<file path="config.mk">
export PLATFORM = sky130hd
export DESIGN_NAME = mem_port_arbiter_flat
export DESIGN_NICKNAME = d
export VERILOG_FILES = /design/src/rtl/mem_pkg.sv /design/src/rtl/mem_port_arbiter_if.sv /design/src/rtl/mem_port_arbiter_lane.sv /design/src/rtl/mem_port_arbiter.sv /design/src/flat_wrapper.sv
export SDC_FILE = /design/constraint.sdc
export NUM_CORES = 1
export LEC_CHECK = 0
export ABC_CLOCK_PERIOD_IN_PS = 3400
export BUFFER_PORTS_ARGS = -buffer_cell sky130_fd_sc_hd__buf_2
export CORE_UTILIZATION = 40
export CTS_BUF_LIST = sky130_fd_sc_hd__clkbuf_4
export CTS_CLUSTER_SIZE = 24
export DETAILED_ROUTE_END_ITERATION = 10
export GPL_TIMING_DRIVEN = 0
export MAX_ROUTING_LAYER = met4
export PLACE_DENSITY = 0.66
export SETUP_SLACK_MARGIN = 0.2
export SLEW_MARGIN = 25
export SYNTH_ARGS = -nofsm -noshare
export SYNTH_HDL_FRONTEND = slang
export SYNTH_SLANG_ARGS = --single-unit
</file>
<file path="constraint.sdc">
create_clock -name clk -period 3.4 [get_ports clk]
set_input_delay 0.17 -clock clk [delete_from_list [all_inputs] [get_ports clk]]
set_output_delay 0.17 -clock clk [all_outputs]
set_load 0.05 [all_outputs]
</file>
<file path="src/rtl/mem_pkg.sv">
// Shared definitions for the unified memory port arbiter: word width,
// access size encodings, sequencer states and the alignment check.
package mem_pkg;

  localparam int MEM_W = 32;

  localparam logic [1:0] SZ_BYTE = 2'd0;
  localparam logic [1:0] SZ_HALF = 2'd1;
  localparam logic [1:0] SZ_WORD = 2'd2;

  typedef enum logic [1:0] {
    ST_IDLE,
    ST_ACCESS,
    ST_MERGE_WR,
    ST_RESP
  } state_t;

  // A data access errors when its size is illegal or its address does not
  // sit on a natural boundary for that size.
  function automatic logic isMisaligned(input logic [1:0] size, input logic [1:0] offs);
    isMisaligned = (size == 2'd3) ||
                   ((size == SZ_HALF) && offs[0]) ||
                   ((size == SZ_WORD) && (offs != 2'b00));
  endfunction

endpackage

</file>
<file path="src/rtl/mem_port_arbiter_if.sv">
// Bundle of the fetch, load/store and memory-side signals of the arbiter.
// The master side is the core plus the memory array; the slave side is the
// arbiter itself.
interface mem_port_arbiter_if
  import mem_pkg::*;
();

  logic             if_req;
  logic [MEM_W-1:0] if_addr;
  logic             if_gnt;
  logic             if_valid;
  logic [MEM_W-1:0] if_rdata;

  logic             d_req;
  logic             d_we;
  logic [1:0]       d_size;
  logic             d_unsigned;
  logic [MEM_W-1:0] d_addr;
  logic [MEM_W-1:0] d_wdata;
  logic             d_gnt;
  logic             d_valid;
  logic [MEM_W-1:0] d_rdata;
  logic             d_err;

  logic [MEM_W-1:0] mem_adr;
  logic [MEM_W-1:0] mem_wdata;
  logic             mem_we;
  logic [MEM_W-1:0] mem_rdata;

  modport master (
    output if_req, if_addr, d_req, d_we, d_size, d_unsigned, d_addr, d_wdata, mem_rdata,
    input  if_gnt, if_valid, if_rdata, d_gnt, d_valid, d_rdata, d_err,
           mem_adr, mem_wdata, mem_we
  );

  modport slave (
    input  if_req, if_addr, d_req, d_we, d_size, d_unsigned, d_addr, d_wdata, mem_rdata,
    output if_gnt, if_valid, if_rdata, d_gnt, d_valid, d_rdata, d_err,
           mem_adr, mem_wdata, mem_we
  );

endinterface

</file>
<file path="src/rtl/mem_port_arbiter_lane.sv">
// Combinational byte-lane steering: merges byte/half store data into a read
// word and extracts/extends the addressed lane of a loaded word.
module mem_lane_align
  import mem_pkg::*;
(
  input  logic [MEM_W-1:0] wordIn,
  input  logic [15:0]      wdata,
  input  logic [1:0]       size,
  input  logic [1:0]       offs,
  input  logic             isUnsigned,
  output logic [MEM_W-1:0] mergedWord,
  output logic [MEM_W-1:0] loadData
);

  logic        [7:0]  byteLane;
  logic        [15:0] halfLane;
  logic signed [7:0]  byteS;
  logic signed [15:0] halfS;

  // Replace only the addressed lane(s); every other lane passes through.
  always_comb begin
    mergedWord = wordIn;
    if (size == SZ_BYTE) begin
      mergedWord[{offs, 3'b000} +: 8] = wdata[7:0];
    end else if (size == SZ_HALF) begin
      mergedWord[{offs[1], 4'b0000} +: 16] = wdata;
    end
  end

  // Pick the addressed lane and widen it, sign-extending unless unsigned.
  always_comb begin
    byteLane = wordIn[{offs, 3'b000} +: 8];
    halfLane = wordIn[{offs[1], 4'b0000} +: 16];
    byteS    = byteLane;
    halfS    = halfLane;
    loadData = wordIn;
    if (size == SZ_BYTE) begin
      loadData = isUnsigned ? MEM_W'(byteLane) : MEM_W'(byteS);
    end else if (size == SZ_HALF) begin
      loadData = isUnsigned ? MEM_W'(halfLane) : MEM_W'(halfS);
    end
  end

endmodule

</file>
<file path="src/rtl/mem_port_arbiter.sv">
// Sequencer/arbiter sharing one combinational-read memory port between
// instruction fetch and load/store. One transaction in flight at a time;
// sub-word stores are done as read-modify-write.
module mem_port_arbiter
  import mem_pkg::*;
#(
  parameter int STARVE_MAX = 4
) (
  input logic               clk,
  input logic               rst_n,
  mem_port_arbiter_if.slave bus
);

  localparam int CNT_W = $clog2(STARVE_MAX + 1);

  state_t           state;
  logic [CNT_W-1:0] starveCnt;
  logic [1:0]       latOffs;
  logic [15:0]      latWdata;
  logic [1:0]       latSize;
  logic             latWe;
  logic             latUns;
  logic             latSrcD;

  logic             idle;
  logic             starved;
  logic             dWin;
  logic             ifWin;
  logic [MEM_W-1:0] mergedWord;
  logic [MEM_W-1:0] loadData;

  // Arbitration: data normally wins, fetch is forced once it has been starved.
  always_comb begin
    idle    = (state == ST_IDLE);
    starved = (starveCnt == CNT_W'(STARVE_MAX));
    dWin    = idle && bus.d_req && (!starved || !bus.if_req);
    ifWin   = idle && bus.if_req && !dWin;
  end

  assign bus.d_gnt  = dWin;
  assign bus.if_gnt = ifWin;

  mem_lane_align uLane (
    .wordIn    (bus.mem_rdata),
    .wdata     (latWdata),
    .size      (latSize),
    .offs      (latOffs),
    .isUnsigned(latUns),
    .mergedWord(mergedWord),
    .loadData  (loadData)
  );

  // Count data grants taken while fetch is waiting; any fetch grant or a
  // withdrawn fetch request resets the count.
  always_ff @(posedge clk or negedge rst_n) begin
    if (!rst_n) begin
      starveCnt <= '0;
    end else if (!bus.if_req || ifWin) begin
      starveCnt <= '0;
    end else if (dWin && !starved) begin
      starveCnt <= starveCnt + CNT_W'(1);
    end
  end

  // Transaction sequencer with registered memory controls and responses.
  always_ff @(posedge clk or negedge rst_n) begin
    if (!rst_n) begin
      state         <= ST_IDLE;
      latOffs       <= '0;
      latWdata      <= '0;
      latSize       <= SZ_WORD;
      latWe         <= 1'b0;
      latUns        <= 1'b0;
      latSrcD       <= 1'b0;
      bus.if_valid  <= 1'b0;
      bus.if_rdata  <= '0;
      bus.d_valid   <= 1'b0;
      bus.d_rdata   <= '0;
      bus.d_err     <= 1'b0;
      bus.mem_adr   <= '0;
      bus.mem_wdata <= '0;
      bus.mem_we    <= 1'b0;
    end else begin
      bus.if_valid <= 1'b0;
      bus.d_valid  <= 1'b0;
      bus.d_err    <= 1'b0;
      bus.mem_we   <= 1'b0;
      case (state)
        ST_IDLE: begin
          if (dWin) begin
            latSrcD     <= 1'b1;
            latOffs     <= bus.d_addr[1:0];
            latSize     <= bus.d_size;
            latWe       <= bus.d_we;
            latUns      <= bus.d_unsigned;
            latWdata    <= bus.d_wdata[15:0];
            bus.mem_adr <= {bus.d_addr[MEM_W-1:2], 2'b00};
            if (isMisaligned(bus.d_size, bus.d_addr[1:0])) begin
              bus.d_valid <= 1'b1;
              bus.d_err   <= 1'b1;
              bus.d_rdata <= '0;
              state       <= ST_RESP;
            end else begin
              if (bus.d_we && (bus.d_size == SZ_WORD)) begin
                bus.mem_we    <= 1'b1;
                bus.mem_wdata <= bus.d_wdata;
              end
              state <= ST_ACCESS;
            end
          end else if (ifWin) begin
            latSrcD     <= 1'b0;
            latOffs     <= bus.if_addr[1:0];
            latSize     <= SZ_WORD;
            latWe       <= 1'b0;
            latUns      <= 1'b0;
            bus.mem_adr <= {bus.if_addr[MEM_W-1:2], 2'b00};
            state       <= ST_ACCESS;
          end
        end
        ST_ACCESS: begin
          if (!latSrcD) begin
            bus.if_rdata <= bus.mem_rdata;
            bus.if_valid <= 1'b1;
            state        <= ST_RESP;
          end else if (!latWe) begin
            bus.d_rdata <= loadData;
            bus.d_valid <= 1'b1;
            state       <= ST_RESP;
          end else if (latSize == SZ_WORD) begin
            bus.d_rdata <= '0;
            bus.d_valid <= 1'b1;
            state       <= ST_RESP;
          end else begin
            bus.mem_we    <= 1'b1;
            bus.mem_wdata <= mergedWord;
            state         <= ST_MERGE_WR;
          end
        end
        ST_MERGE_WR: begin
          bus.d_rdata <= '0;
          bus.d_valid <= 1'b1;
          state       <= ST_RESP;
        end
        default: begin
          state <= ST_IDLE;
        end
      endcase
    end
  end

endmodule
</file>
<file path="src/flat_wrapper.sv">
// flat-port wrapper written by rule: the top's interface ports become plain ports
module mem_port_arbiter_flat import mem_pkg::*;
#(
  parameter int STARVE_MAX = 4
)
  (clk, rst_n, bus_if_req, bus_if_addr, bus_d_req, bus_d_we, bus_d_size, bus_d_unsigned, bus_d_addr, bus_d_wdata, bus_mem_rdata, bus_if_gnt, bus_if_valid, bus_if_rdata, bus_d_gnt, bus_d_valid, bus_d_rdata, bus_d_err, bus_mem_adr, bus_mem_wdata, bus_mem_we);
  mem_port_arbiter_if bus_i ();
  input logic clk;
  input logic rst_n;
  input wire logic [$bits(bus_i.if_req)-1:0] bus_if_req;
  input wire logic [$bits(bus_i.if_addr)-1:0] bus_if_addr;
  input wire logic [$bits(bus_i.d_req)-1:0] bus_d_req;
  input wire logic [$bits(bus_i.d_we)-1:0] bus_d_we;
  input wire logic [$bits(bus_i.d_size)-1:0] bus_d_size;
  input wire logic [$bits(bus_i.d_unsigned)-1:0] bus_d_unsigned;
  input wire logic [$bits(bus_i.d_addr)-1:0] bus_d_addr;
  input wire logic [$bits(bus_i.d_wdata)-1:0] bus_d_wdata;
  input wire logic [$bits(bus_i.mem_rdata)-1:0] bus_mem_rdata;
  output wire logic [$bits(bus_i.if_gnt)-1:0] bus_if_gnt;
  output wire logic [$bits(bus_i.if_valid)-1:0] bus_if_valid;
  output wire logic [$bits(bus_i.if_rdata)-1:0] bus_if_rdata;
  output wire logic [$bits(bus_i.d_gnt)-1:0] bus_d_gnt;
  output wire logic [$bits(bus_i.d_valid)-1:0] bus_d_valid;
  output wire logic [$bits(bus_i.d_rdata)-1:0] bus_d_rdata;
  output wire logic [$bits(bus_i.d_err)-1:0] bus_d_err;
  output wire logic [$bits(bus_i.mem_adr)-1:0] bus_mem_adr;
  output wire logic [$bits(bus_i.mem_wdata)-1:0] bus_mem_wdata;
  output wire logic [$bits(bus_i.mem_we)-1:0] bus_mem_we;
  assign bus_i.if_req = bus_if_req;
  assign bus_i.if_addr = bus_if_addr;
  assign bus_i.d_req = bus_d_req;
  assign bus_i.d_we = bus_d_we;
  assign bus_i.d_size = bus_d_size;
  assign bus_i.d_unsigned = bus_d_unsigned;
  assign bus_i.d_addr = bus_d_addr;
  assign bus_i.d_wdata = bus_d_wdata;
  assign bus_i.mem_rdata = bus_mem_rdata;
  assign bus_if_gnt = bus_i.if_gnt;
  assign bus_if_valid = bus_i.if_valid;
  assign bus_if_rdata = bus_i.if_rdata;
  assign bus_d_gnt = bus_i.d_gnt;
  assign bus_d_valid = bus_i.d_valid;
  assign bus_d_rdata = bus_i.d_rdata;
  assign bus_d_err = bus_i.d_err;
  assign bus_mem_adr = bus_i.mem_adr;
  assign bus_mem_wdata = bus_i.mem_wdata;
  assign bus_mem_we = bus_i.mem_we;
  mem_port_arbiter #(.STARVE_MAX(STARVE_MAX)) u_core (.clk(clk), .rst_n(rst_n), .bus(bus_i));
endmodule
</file>
== After elaboration in Yosys (flattened, before gate mapping) ==
Cells that the tools add are included.
Operators by class
  order comparisons: 0
  reductions and logical operators: 27
  multiplexer cells: 56
  bitwise operators: 1
  $mul: 0
  shifts and indexed selects: 6
  $add $sub $neg: 3
  eq/ne operators: 17
  divide/modulo/power cells: 0
Operator list (number)
  32-bit two-way mux: 19
  32-bit one-hot mux with 3 select lines: 1
  32-bit bitwise mux: 2
  32-bit one-hot mux with 2 select lines: 1
  16-bit by 7-bit variable shift with 32-bit output, first input constant: 1
  8-bit by 7-bit variable shift with 32-bit output, first input constant: 1
  16-bit by 7-bit variable part select with 32-bit output: 1
  32-bit by 6-bit variable part select with 16-bit output: 1
  32-bit by 6-bit variable part select with 8-bit output: 1
  8-bit by 7-bit variable part select with 32-bit output: 1
  1-bit two-way mux: 19
  2-bit two-way mux: 9
  5-bit negator with 7-bit output: 2
  2-bit != test, second input constant: 5
  2-bit equality test, second input constant: 4
  1-bit logical AND: 8
  2-bit nonzero test: 4
  7-bit AND reduction: 1
  2-bit by 1-bit equality test with 1-bit output, second input constant: 3
  3-bit two-way mux: 2
  3-bit != test, second input constant: 2
  2-bit one-hot mux with 3 select lines: 1
  2-bit AND reduction: 3
  5-bit AND reduction: 1
  other kinds (10): 17
Storage, ports and cells
  memory bits (read-only): 0
  memories kept: 0
  input port bits: 136
  RAM bits: 0
  bits in registers: 160
  logic and storage cells: 126
  bits in latches: 0

== Logic depth before layout (Yosys ltp) ==
  word-level depth: 9
  depth in mapped cells: 9

== Hierarchy ==
A second synthesis with hierarchy kept.
Second synthesis, totals
  cells, all modules: 816
  area, all modules: 8675.8 µm²
Modules (own cells, without submodules)
  mem_port_arbiter: area each 6954.2 µm², seq. area each 3955.0 µm², times used 1, cells each 600
  mem_lane_align: area each 1721.7 µm², seq. area each 0.0 µm², times used 1, cells each 216

== Worst setup path before layout ==
Ideal clock, no wire load.
  kind: reg2reg
  start: register u_core.latOffs[1]
  end: register u_core.bus.mem_wdata[6] (netlist name)
  stages on the path, launching flop included: 9
  data required time: 3.318 ns
  period minus slack after synthesis: 2.444 ns
  data arrival time: 2.362 ns
  path slack: 0.956 ns
  cell sequence: dfrtp_1 > inv_1 > clkbuf_1 > ha_1 > inv_2 > nor4b_2 > a221oi_1 > or4_1 > a31oi_1
On the way
  longest elaborated chain between the ends: 9
Ends and longest elaborated chain
  start, declared: line mem_port_arbiter.sv:18  | logic [1:0] latOffs;
  start signal, assigned: line mem_port_arbiter.sv:92  | latOffs <= bus.d_addr[1:0];
  start signal, assigned: line mem_port_arbiter.sv:112  | latOffs <= bus.if_addr[1:0];
  5-bit negator with 7-bit output: line mem_port_arbiter_lane.sv:26  | mergedWord[{offs[1], 4'b0000} +: 16] = wdata;
  16-bit by 7-bit variable part select with 32-bit output / 16-bit by 7-bit variable shift with 32-bit output (equally long branches): line mem_port_arbiter_lane.sv:26
  32-bit bitwise mux: line mem_port_arbiter_lane.sv:26
  32-bit two-way mux: line mem_port_arbiter_lane.sv:25  | end else if (size == SZ_HALF) begin
  32-bit two-way mux *: line mem_port_arbiter_lane.sv:23  | if (size == SZ_BYTE) begin
  32-bit two-way mux *: line mem_port_arbiter.sv:129  | end else if (latSize == SZ_WORD) begin
  32-bit two-way mux *: line mem_port_arbiter.sv:125  | end else if (!latWe) begin
  32-bit two-way mux *: line mem_port_arbiter.sv:121  | if (!latSrcD) begin
  32-bit one-hot mux with 2 select lines *: line mem_port_arbiter.sv:88  | case (state)
  end signal, assigned: line mem_port_arbiter.sv:106  | bus.mem_wdata <= bus.d_wdata;
  end signal, assigned: line mem_port_arbiter.sv:135  | bus.mem_wdata <= mergedWord;
  end, declared: line mem_port_arbiter_if.sv:39  | mem_adr, mem_wdata, mem_we
Mark *: on every way between the ends. The rest lies on a longest branch, timed or not. The select of a mux whose other input is x is not followed.
A chain may end at the register's enable or synchronous reset.

== Worst setup path in the final report ==
  start: register u_core.state[1]
  end: register u_core.bus.d_rdata[4]
On the way
  longest elaborated chain between the ends: 5
Ends and longest elaborated chain
  start, declared: line mem_port_arbiter.sv:16  | state_t state;
  start signal, assigned: line mem_port_arbiter.sv:68  | state <= ST_IDLE;
  start signal, assigned: line mem_port_arbiter.sv:102  | state <= ST_RESP;
  start signal, assigned: line mem_port_arbiter.sv:108  | state <= ST_ACCESS;
  2-bit logical NOT: line mem_port_arbiter.sv:34, mem_port_arbiter.sv:88
  1-bit logical AND (2 in a row): line mem_port_arbiter.sv:36  | dWin = idle && bus.d_req && (!starved || !bus.if_req);
  2-bit != test (no source line)
  5-bit AND reduction (no source line)
  end signal, assigned: line mem_port_arbiter.sv:126  | bus.d_rdata <= loadData;
  end, declared: line mem_port_arbiter_if.sv:38  | output if_gnt, if_valid, if_rdata, d_gnt, d_valid, d_rdata, d_err,
Several ways; a longest one is shown, not always the timed one.

==> metrics.md <==
| Metric | Value |
|---|---|
| Number of clock buffers inserted by TritonCTS | `17` |
| Chain of cells forming the critical path | `inv_1 -> ha_1 -> nand2_1 -> o41ai_1 -> o21ai_1 -> clkbuf_1 -> a22o_1` |
| Worst slack, placed | `around 370 ps` |
| Die ar. | `20,900 µm²` |
| Placement Rows | `a little over 50` |
| Final count of hold timing violations | `0` |
| DP Cell Count | `roughly 1,300` |
| Number of cell instances on the worst register-to-register path | `7` |
| Share of post-route cells with drive strength above 1 | `0.301` |
| Fraction of the cycle the final worst path needs | `0.876` |
| Dpl cell area | `roughly 9900 µm²` |
| Post-synthesis register bit count | `between 150 and 200` |
| Area of the placeable core | `a little under 20,000 µm²` |
| Post-CTS clock slew at the launch and capture registers of the worst setup and hold paths | `150 ps` |
| Critical Path End Type | `flop` |
| Pins Over Slew Limit | `0` |
| Gate count of the mapped netlist | `around 810` |
| Overflow after GRT | `0` |
| # IOs | `270` |
| Post-synth cell types | `64` |
| Most common cell after layout, fill and taps aside | `buf_2` |
| Area share of the largest cell type after synthesis | `0.483` |
| Highest cell delay on the worst timing path | `roughly 900 ps` |
| Sort of element at the start of the critical path | `flop` |
| Count of cell instances traversed by the critical path | `7` |
| Data arrival time of the critical path | `3440 ps` |
| Post-route DRC | `0` |
| Width of the chip | `145 µm` |
| Family with the most delay on the worst path | `compound AO/OA/AOI/OAI gates` |
| Number of maximum-capacitance violations | `0` |
| ANT nets after route | `0` |
| Count of input and output buffers | `between 200 and 300` |
| Mean instance size in the synthesized netlist | `approximately 10 µm²` |
| Largest cells by area after synthesis | `dfrtp_1 (48%), mux2_2 (6.2%), o21ai_0 (4.6%)` |
| Synthesized cell area | `~8000 µm²` |
| Final cell count without fillers | `1,511` |
| Startpoint of the worst-slack reg-to-reg timing path | `u_core.state[1]` |
| Die Y-Extent | `145 µm` |
| Least setup slack across all paths after layout | `423 ps` |
| Setup violations, final | `0` |
| Initial standard-cell utilization of the core | `0.412` |
| Largest area contributor in the netlist | `dfrtp_1` |
| Number of antenna violations at the first check in global routing | `2` |
| Startpoint-to-endpoint class of the critical path | `flop to flop` |
| Post-CTS Setup Repair Bufs | `0` |
| Area of all placed cells without fillers | `between 10,000 and 15,000 µm²` |
| Average routed wire per standard cell | `just under 20 µm` |
| HP Class | `input pin to flop` |
| Required time of the critical path | `3860 ps` |
| Setup Total Neg Slack | `0 ps` |
| Slew at the pin closest to its max-slew limit | `about 940 ps` |
| Worst clock skew on the final layout | `between 20 and 30 ps` |
| Number of warnings reported in the yosys synthesis log | `0` |
| Register area share after synthesis | `0.486` |
| Leak Pwr | `~5.5 nW` |
| Worst vdd rail ir drop | `0.000510 V` |
| Number of design-rule violations left by the first detailed-router iteration | `around 560` |
| Area delta synth->final | `40.7%` |
| Max-slew headroom | `0.362` |
| Power per standard cell area | `1050 nW/µm²` |
| Commonest register cell after synthesis | `dfrtp_1` |
| Maximum count of clock buffers along a single path | `2` |
| Clock sink count | `between 150 and 200` |
| Number of buffer and inverter instances along the worst setup path | `2` |
| Source of the worst hold timing path | `bus_d_addr[0]` |
| Standard cell with the maximum stage delay on the critical path | `o41ai_1` |
| Detailed Routing Iterations Pass 1 | `5` |
| Worst setup path start | `u_core.state[1]` |
| GP Congestion | `~0.94` |
| Setup repair after global routing missed its margin | `false` |
| Sum of routed wire length over all layers | `about 30 mm` |
| Filler cell count in the final layout | `~1,700` |
| H-tree levels | `4` |
| Maximum fanout along the worst path | `10` |
| Clock network latency to the later pin of the worst-skew pair | `approximately 580 ps` |
| Global-route wire length before repair | `about 45 mm` |
| Detailed-route via count | `8,389` |
| Hpwl dp | `approximately 21 mm` |
| Most frequent cells in the layout | `buf_2 (276), dfrtp_1 (157), dlygate4sd3_1 (129), nand2_1 (95), o21ai_0 (75)` |
| Total global-route track usage | `0.298` |
| Via count of the first global-routing pass | `between 8,000 and 9,000` |
| Number of synthesized flops with an enable pin | `0` |
| Final #Nets | `1,379` |
| Maximum achievable frequency | `roughly 340 MHz` |
| Minimum period implied by the final worst setup slack | `between 2000 and 3000 ps` |
| Library cell used as clock root buffer | `clkbuf_4` |
| Number of instances on the worst hold path | `3` |
| Run status | `finished clean` |
| Proportion of synthesized flip-flops having asynchronous set or reset | `1.00` |
| Avg Vias per Cell | `roughly 5.6` |
| TritonCTS clock tree | `done` |
| Pin count of the biggest net entering global routing | `just over 60` |
-- flip-flops by register name (all words and copies together), names as in the netlist --
name and cells:
u_core.bus.if_rdata 32, u_core.latWdata 16, u_core.latOffs 2, u_core.latSize 2
u_core.bus.mem_we 1, u_core.bus.mem_wdata 32, u_core.latUns 1, u_core.bus.d_err 1
u_core.latWe 1, u_core.bus.d_rdata 32, u_core.latSrcD 1, u_core.bus.d_valid 1
u_core.bus.if_valid 1, u_core.starveCnt 3, u_core.bus.mem_adr 30, u_core.state 2
-- metal layers --
layer	part of all wire	vias to the layer above	global-route usage
met3	0.077	80	0.0543
met2	0.47	468	0.471
met4	0.045	0	0.153
met1	0.41	4008	0.365
li1	-	3833	-
met5	0	-	-
-- cell usage after synthesis (all sizes together) (4+ instances only) --
library cell and n:
o32a 6, nand3 6, a21boi 4, inv 31
nand2 95, buf 18, clkbuf 45, nor2b 12
a31oi 5, a2111oi 6, o2bb2ai 7, mux2i 33
o21a 14, a221oi 22, a21oi 29, o22ai 14
dfrtp 157, a22o 17, nand2b 8, nor3 9
nor2 59, o31ai 7, mux2 46, o21ai 78
ha 11, o221ai 37, and2 5, a2bb2oi 6
-- repair_timing --
item / CTS / global route
resized for setup: 0 / 1
hold buffers: 129 / 0
endpoints found under the setup margin: 0 / 1
endpoints found under the hold margin: 275 / 0
-- kinds of logic after synthesis --
logic type	count (synthesis)	synth area share
simple gates	206	0.113
flops	158	0.486
other cells	1	0.000461
mux	79	0.104
fa+ha+maj	11	0.0169
compound gates	264	0.230
buf+inv	95	0.0491
-- path summary, 6_finish.rpt --
| kind | slack [ps] | end |
|---|---|---|
| min | 50 | u_core.bus.d_err |
| min reg2reg | 490 | u_core.bus.mem_wdata[24] |
| max reg2reg | 420 | u_core.bus.d_rdata[4] |
| max in group asynchronous | 2670 | u_core.latSize[1] |
| max | 420 | u_core.bus.d_rdata[4] |
| min in group asynchronous | 70 | u_core.bus.if_rdata[24] |
-- tightest hold or removal path, cell delays in order --
cell and delay, ps:
buf_2 120, a21oi_1 190, nor3_1 120
-- report_power, final --
part           total (mW)  switching (mW)  internal, mW
logic                7.37            5.25          2.12
registers            3.47           0.698          2.77
clock network        1.14           0.686         0.452
total                12.0            6.63          5.34
-- through the flow --
step	total power, mW	hold WS, ps	utilization
after floorplan	8.56	-126	-
after global placement	10.5	387	0.497
after detailed placement	10.5	112	0.500
after CTS	11.9	25.1	0.580
after global routing	12.6	30.4	0.580
final	12.0	50.8	0.580
-- cell type report --
cell class | instances | area (µm²) | share of cell area
Tap cell | 265 | 332 | 0.0290
Antenna cell | 2 | 5.00 | 0.000437
Clock inverter | 11 | 120 | 0.0105
Multi-Input combinational cell | 562 | 3790 | 0.331
Inverter | 32 | 120 | 0.0105
Clock buffer | 20 | 150 | 0.0131
Sequential cell | 158 | 3960 | 0.346
Buffer | 63 | 279 | 0.0244
Timing Repair Buffer | 398 | 2690 | 0.235
Power figures use the tool's default switching activity.
